$ cat config.mk
export PLATFORM = sky130hd
export DESIGN_NAME = input_debouncer
export DESIGN_NICKNAME = d
export VERILOG_FILES = /design/src/rtl/input_debouncer_pkg.sv /design/src/rtl/input_debouncer_sync_chain.sv /design/src/rtl/input_debouncer.sv
export SDC_FILE = /design/constraint.sdc
export NUM_CORES = 1
export LEC_CHECK = 0
export ABC_AREA = 1
export BUFFER_PORTS_ARGS = -buffer_cell sky130_fd_sc_hd__buf_2
export CAP_MARGIN = 20
export CELL_PAD_IN_SITES_DETAIL_PLACEMENT = 0
export CELL_PAD_IN_SITES_GLOBAL_PLACEMENT = 1
export CORE_AREA = 2 2 79 51
export CTS_CLUSTER_DIAMETER = 60
export CTS_CLUSTER_SIZE = 25
export DETAILED_ROUTE_END_ITERATION = 12
export DIE_AREA = 0 0 81 53
export GPL_ROUTABILITY_DRIVEN = 0
export PLACE_DENSITY = 0.49
export SETUP_SLACK_MARGIN = 0.15
export SLEW_MARGIN = 25
export SYNTH_ARGS = -nofsm -noshare
export SYNTH_HDL_FRONTEND = slang
export SYNTH_SLANG_ARGS = --single-unit
export TNS_END_PERCENT = 50
$ cat constraint.sdc
create_clock -name clk -period 1.3 [get_ports clk]
set_input_delay 0 -clock clk [delete_from_list [all_inputs] [get_ports clk]]
set_output_delay 0 -clock clk [all_outputs]
set_load 0.05 [all_outputs]
$ cat src/rtl/input_debouncer_pkg.sv
// Shared definitions for the input debouncer.
// Contents: the debounce FSM state encoding and the default parameter values
// used by input_debouncer.
package debounce_pkg;

    typedef enum logic [1:0] {
        STABLE_LO = 2'd0,
        QUAL_HI   = 2'd1,
        STABLE_HI = 2'd2,
        QUAL_LO   = 2'd3
    } db_state_t;

    localparam int   DEF_SYNC_STAGES   = 2;
    localparam int   DEF_STABLE_CYCLES = 4;
    localparam int   DEF_GLITCH_W      = 8;
    localparam logic DEF_RESET_VAL     = 1'b0;

endpackage

$ cat src/rtl/input_debouncer_sync_chain.sv
// sync_chain: multi-flop synchroniser that brings an asynchronous input into
// the clk domain. It is generic so other asynchronous inputs can reuse it.
// Ports:
//   clk   - system clock, rising edge
//   reset - synchronous, active-high; loads every flop with RESET_VAL
//   d     - asynchronous input
//   q     - synchronised output (last flop of the chain)
module sync_chain #(
    parameter int   SYNC_STAGES = 2,
    parameter logic RESET_VAL   = 1'b0
) (
    input  logic clk,
    input  logic reset,
    input  logic d,
    output logic q
);

    logic [SYNC_STAGES-1:0] sync_reg;

    // sync_reg[0] captures d; each later stage copies the previous one.
    always_ff @(posedge clk) begin
        if (reset) begin
            sync_reg <= {SYNC_STAGES{RESET_VAL}};
        end else begin
            sync_reg <= {sync_reg[SYNC_STAGES-2:0], d};
        end
    end

    assign q = sync_reg[SYNC_STAGES-1];

endmodule

$ cat src/rtl/input_debouncer.sv
// input_debouncer: turns a bouncy asynchronous input into a clean level that
// only follows the input after it has been stable for STABLE_CYCLES cycles.
// Aborted qualifications are counted in a saturating glitch counter.
// Ports:
//   clk          - system clock, rising edge
//   reset        - synchronous, active-high
//   raw_in       - asynchronous external input, may bounce
//   glitch_clr   - synchronous clear of glitch_count (wins over an increment)
//   debounced    - registered filtered level
//   settling     - high while a candidate transition is being qualified
//   glitch_count - saturating count of rejected transitions
module input_debouncer
    import debounce_pkg::*;
#(
    parameter int   SYNC_STAGES   = DEF_SYNC_STAGES,
    parameter int   STABLE_CYCLES = DEF_STABLE_CYCLES,
    parameter int   GLITCH_W      = DEF_GLITCH_W,
    parameter logic RESET_VAL     = DEF_RESET_VAL
) (
    input  logic                clk,
    input  logic                reset,
    input  logic                raw_in,
    input  logic                glitch_clr,
    output logic                debounced,
    output logic                settling,
    output logic [GLITCH_W-1:0] glitch_count
);

    localparam int CNT_W = $clog2(STABLE_CYCLES + 1);
    // The qualifying cycle is the one where cnt+1 reaches STABLE_CYCLES.
    localparam logic [CNT_W-1:0] CNT_LAST   = CNT_W'(STABLE_CYCLES - 1);
    localparam logic [CNT_W-1:0] CNT_ONE    = CNT_W'(1);
    localparam db_state_t        RESET_STATE = RESET_VAL ? STABLE_HI : STABLE_LO;

    logic                s;
    logic                reject;
    db_state_t           state_reg;
    logic [CNT_W-1:0]    cnt_reg;
    logic                debounced_reg;
    logic                settling_reg;
    logic [GLITCH_W-1:0] glitch_reg;

    sync_chain #(
        .SYNC_STAGES (SYNC_STAGES),
        .RESET_VAL   (RESET_VAL)
    ) u_sync (
        .clk   (clk),
        .reset (reset),
        .d     (raw_in),
        .q     (s)
    );

    // A candidate is rejected when the input falls back to the stable level
    // before qualification completes.
    assign reject = ((state_reg == QUAL_HI) && !s) || ((state_reg == QUAL_LO) && s);

    always_ff @(posedge clk) begin
        if (reset) begin
            state_reg     <= RESET_STATE;
            cnt_reg       <= '0;
            debounced_reg <= RESET_VAL;
            settling_reg  <= 1'b0;
        end else begin
            case (state_reg)
                STABLE_LO: begin
                    if (s) begin
                        if (STABLE_CYCLES == 1) begin
                            debounced_reg <= 1'b1;
                            state_reg     <= STABLE_HI;
                        end else begin
                            state_reg    <= QUAL_HI;
                            cnt_reg      <= CNT_ONE;
                            settling_reg <= 1'b1;
                        end
                    end
                end
                QUAL_HI: begin
                    if (!s) begin
                        state_reg    <= STABLE_LO;
                        cnt_reg      <= '0;
                        settling_reg <= 1'b0;
                    end else if (cnt_reg == CNT_LAST) begin
                        debounced_reg <= 1'b1;
                        state_reg     <= STABLE_HI;
                        cnt_reg       <= '0;
                        settling_reg  <= 1'b0;
                    end else begin
                        cnt_reg <= cnt_reg + CNT_ONE;
                    end
                end
                STABLE_HI: begin
                    if (!s) begin
                        if (STABLE_CYCLES == 1) begin
                            debounced_reg <= 1'b0;
                            state_reg     <= STABLE_LO;
                        end else begin
                            state_reg    <= QUAL_LO;
                            cnt_reg      <= CNT_ONE;
                            settling_reg <= 1'b1;
                        end
                    end
                end
                QUAL_LO: begin
                    if (s) begin
                        state_reg    <= STABLE_HI;
                        cnt_reg      <= '0;
                        settling_reg <= 1'b0;
                    end else if (cnt_reg == CNT_LAST) begin
                        debounced_reg <= 1'b0;
                        state_reg     <= STABLE_LO;
                        cnt_reg       <= '0;
                        settling_reg  <= 1'b0;
                    end else begin
                        cnt_reg <= cnt_reg + CNT_ONE;
                    end
                end
                default: begin
                    state_reg     <= RESET_STATE;
                    cnt_reg       <= '0;
                    debounced_reg <= RESET_VAL;
                    settling_reg  <= 1'b0;
                end
            endcase
        end
    end

    // Glitch counter: clear has priority, increments stick at all-ones.
    always_ff @(posedge clk) begin
        if (reset || glitch_clr) begin
            glitch_reg <= '0;
        end else if (reject && (glitch_reg != '1)) begin
            glitch_reg <= glitch_reg + 1'b1;
        end
    end

    assign debounced    = debounced_reg;
    assign settling     = settling_reg;
    assign glitch_count = glitch_reg;

endmodule
## Word-level counts from Yosys, hierarchy flattened

Index checks and enable logic that the tools add are counted.

| storage, ports and cells | value |
|---|---|
| register bits | 17 |
| logic and storage cells | 56 |
| input bits | 4 |
| output and inout bits | 10 |

| operators by class | value |
|---|---|
| multiplexer cells | 24 |
| eq/ne operators | 13 |
| reductions and logical operators | 11 |
| $add $sub $neg | 2 |

Operators by type and width:

| operator | count |
|---|---|
| $mux W3 | 5 |
| $mux W2 | 6 |
| $pmux W3 S4 | 1 |
| $mux W1 | 9 |
| $add A8 B1 Y8 const B | 1 |
| $ne A2 B1 Y1 const B | 4 |
| $ne A8 B8 Y1 const B | 1 |
| $pmux W2 S4 | 1 |
| $reduce_and A5 Y1 | 1 |
| $eq A2 B2 Y1 const B | 2 |
| $ne A2 B2 Y1 const B | 2 |
| $pmux W1 S4 | 1 |
| $reduce_and A4 Y1 | 1 |
| $add A3 B1 Y3 const B | 1 |
| $eq A3 B2 Y1 const B | 1 |
| $logic_and A1 B1 Y1 | 3 |
| $ne A3 B1 Y1 const B | 1 |
| $ne A3 B3 Y1 const B | 1 |
| $eq A2 B1 Y1 const B | 1 |
| $logic_not A2 Y1 | 1 |
| $logic_or A1 B1 Y1 | 2 |
| $pmux W1 S2 | 1 |
| $reduce_and A2 Y1 | 1 |
| $reduce_bool A2 Y1 | 1 |
| $logic_not A1 Y1 | 1 |

## Logic depth before layout (Yosys ltp)

| depth | value |
|---|---|
| depth in word-level cells | 4 |
| depth in mapped cells | 9 |
| gate-level depth less buffers | 9 |

## By module

Synthesis repeated with hierarchy kept, for this count alone.

| second synthesis, totals | value |
|---|---|
| cells, all modules | 114 |
| area, all modules | 820.8 um^2 |

Modules (own cells, without submodules):

| module | seq. area each (um^2) | times used | area an instance (um^2) | cells each |
|---|---|---|---|---|
| input_debouncer | 300.3 | 1 | 765.7 | 108 |
| sync_chain | 40.0 | 1 | 55.1 | 6 |

## Worst setup path after synthesis

OpenSTA, ideal clock, no wires.

| path | value |
|---|---|
| kind | reg2reg |
| start point | register glitch_reg[0], in the netlist glitch_count[0] |
| end point | register glitch_reg[0], in the netlist glitch_count[0] |
| arrival time | 1.520 ns |
| required time | 1.185 ns |
| setup time | 0.115 ns |
| period minus slack after synthesis | 1.635 ns |
| cell stages (with the launch flop) | 9 |
| setup slack | -0.335 ns |
| path buffers | 0 |
| cell sequence | dfxtp_1 ha_1 nand2_2 nor2_4 nand2_4 nand2_4 inv_4 nor2_1 nor2_1 |

| on the way | value |
|---|---|
| cells in the longest elaborated chain, start to end | 2 |
| elaborated cells on any way between the ends | 3 |
| those cells by class | add/sub (1); eq/ne (1); reduce/logical (1) |

RTL lines:

| what | line | source |
|---|---|---|
| start: declaration | input_debouncer.sv:41 | `logic [GLITCH_W-1:0] glitch_reg;` |
| start signal: assignment | input_debouncer.sv:132 | `glitch_reg <= glitch_reg + 1'b1;` |
| parallel branches: the longest is 2 deep, another holds $add A8 B1 Y8 | n/a |  |

Parallel ways; which one is timed is not known.
A chain may end at the register's enable or synchronous reset.

## Worst setup path after layout

| path | value |
|---|---|
| start point | register glitch_reg[0], in the netlist glitch_count[0] |
| end point | register glitch_reg[4], in the netlist glitch_count[4] |

The elaborated chain is that of the path after synthesis.

==> key figures <==
Outcome
  • Status: complete, no violations

Synthesis
  • Yosys reg bits: 17
  • Mapped Area: 823.3 µm²
  • Avg Cell Area, Syn: 7.037 µm²
  • Post-Syn Nets: 123
  • Yosys cell types: 17
  • Syn. warnings: 0
  • Post-Syn Instances: 117
  • Seq/Total Area, Yosys: 41.34%

Critical path
  • Worst Path Max Fanout: 6
  • Slowest CP cell: dfxtp_4
  • FF-to-FF End: glitch_count[4]
  • R2R Setup Slk: 0.14 ns
  • Worst-path cell chain: ha_4 > nand2_4 > nor2_4 > nand2_4 > nand2_8 > inv_4 > nand2_1 > a21oi_1
  • Worst r2r src: glitch_count[0]
  • Crit path required time: 1.49 ns
  • Slowest stage delay, CP: 0.36 ns
  • Worst setup SP type: register
  • Top cell by count, worst path: nand2_4
  • Crit. End Element: register
  • Crit Path Category: reg -> reg
  • FF-to-FF path depth: 8
  • Arr. time, crit path: 1.35 ns

Power
  • Leakage Power: 0.5084 nW
  • Comb power frac: 6.3%
  • Peak VDD IR: 0.0003978 V
  • PwrDens: 904.0 mW/mm²
  • Flop pwr share: 52.1%
  • Psw: 0.2552 mW
  • Clock power share: 41.6%
  • Pwr Total: 1.021 mW
  • Pint: 0.7661 mW
  • Switching part of the total: 24.99%

Detailed routing
  • Mean number of vias per cell: 4.190
  • Total Wirelength: 1891 µm
  • Routed WL per cell: 10.01 µm
  • Initial DRC count: 28
  • Residual DRC: 0
  • Vias: 792
  • TritonRoute pass-1 iters: 4
  • Antenna-violating nets left: 0

STA
  • Slew margin rel.: 83.31%
  • Final slew viol count: 0
  • Setup-failing EPs final: 0
  • Setup TNS Final: 0 ns
  • Min cycle time layout: 1.164 ns
  • Max Clk Rate: 0.8592 GHz
  • Hold slack: 0.004074 ns
  • Setup ws final: 0.1361 ns
  • Clock skew: 0.003465 ns
  • Final Cycle Share: 89.53%
  • Count of final hold-check violations: 0
  • RSZ-0062 raised after global routing: true
  • Worst-Margin Slew: 0.2520 ns

Finish
  • Largest register FFs: 8
  • Most common cell after layout, fill and taps aside: nand2_1
  • Final nets: 149
  • Share of layout cells above drive strength 1: 36.62%
  • Antenna Diode Count: 0
  • Filler cells: 390
  • Area Overhead vs Synth: 37.23%
  • Final Cell Area: 0.001130 mm²
  • Most frequent cells in the layout: nand2_1, nor2_1, inv_1, buf_2

Clocking
  • CTS clk-pin slew, worst paths: 0.08 ns
  • Root buffer cell: clkbuf_8
  • Cts bufs inserted: 3
  • CTS tree: yes
  • Clk Latency, worst-skew pair: 0.26 ns
  • Clk sinks: 17
  • H-Tree Depth: 1
  • Max Buffers Root-to-Sink: 2

Global routing
  • Vias in the first global route: 687
  • GRT Total Usage: 10.31%
  • First-pass GRT wire length: 3229 µm
  • Largest net degree at the start of global routing: 12
  • Grt ovf: 0
  • Initial antenna violation count: 0

Placement
  • DP Area: 994.7 µm²
  • Post-place setup slack: 0.09666 ns
  • Half-perimeter wire length after placement: 1455 µm
  • IO buf count: 13

Worst hold path
  • Hold Crit Class: in -> reg
  • Hold endpoint: glitch_count[0]
  • Hold Startpoint: glitch_clr
  • Hold Path Cell Cnt: 4

Floorplanning
  • Die H: 53 µm
  • Io pins: 14
  • Die X: 81 µm
  • Total core area: 0.003531 mm²
  • Initial Util: 23.32%
  • Die area: 0.004293 mm²
  • FP Rows: 17

Flow run
  • Max capacitance violation total: 0
critical path, delay by kind of cell (launching register included):
family,cells,cell delay [ns]
compound gates,1,0.12
fa+ha+maj,1,0.17
buf+inv,1,0.08
flops,1,0.36
simple gates,5,0.35
power groups by stage:
stage | logic (mW) | clock network [mW] | registers, mW
final | 0.0643 | 0.425 | 0.532
after detailed placement | 0.0534 | 0 | 0.543
after global routing | 0.0742 | 0.473 | 0.533
after floorplan | 0.0274 | 0 | 0.549
after global placement | 0.0543 | 0 | 0.543
after CTS | 0.0611 | 0.446 | 0.530
metrics by stage:
step,instances,util (%)
final,189,32.00
after global placement,179,28.17
after floorplan,117,-
after detailed placement,179,28.17
after global routing,189,32.00
after CTS,189,31.04
synth_stat cells, drive strengths merged:
library cell / count / area (µm²)
nor2: 22 / 97.59
nor3: 2 / 10.01
nand2: 34 / 152.6
nand3: 8 / 40.04
xor2: 3 / 26.28
o21ai: 2 / 10.01
a211oi: 1 / 7.510
inv: 16 / 62.56
dfxtp: 17 / 340.3
a21oi: 9 / 45.04
ha: 2 / 25.02
nand4: 1 / 6.260
routing by layer:
layer  routed length, µm  track usage, %
met5                   0               0
met2                 760           14.19
met3                  91           4.266
met4                  19           3.390
met1                1019           14.33
how the worst max path moves through the flow:
stage                          from               to  slack, ns  cells past startpoint
floorplan           glitch_count[0]  glitch_count[0]       0.06                      8
global placement    glitch_count[0]  glitch_count[4]       0.10                      8
detailed placement  glitch_count[0]  glitch_count[0]        0.1                      8
CTS                 glitch_count[0]  glitch_count[7]       0.12                      8
global route        glitch_count[0]  glitch_count[0]       0.04                      8
finish              glitch_count[0]  glitch_count[4]       0.14                      8
final cells by class:
cell class                 count  area [µm²]  share of cell area [%]
clock buffer                   3       41.29                   3.654
timing repair buffer          21       132.6                   11.74
sequential                    17       359.1                   31.78
multi-input combinational     84       467.9                   41.42
inverter                      16       62.56                   5.537
clock inverter                 1       7.507                  0.6645
tap                           47       58.81                   5.205
cell families after synthesis:
group / count (synthesis) / share of synthesized area (%)
fa+ha+maj: 2 / 3.039
buf+inv: 16 / 7.599
simple gates: 67 / 37.23
xor+xnor: 3 / 3.192
flops: 17 / 41.34
compound gates: 12 / 7.599
repair_timing:
item	CTS	global route
hold buffers	3	0
endpoints found under the hold margin	4	0
buffers inserted	3	0
gates resized for setup	0	13
pin swaps	0	2
endpoints found under the setup margin	8	14
(Power assumes the default switching activity.)
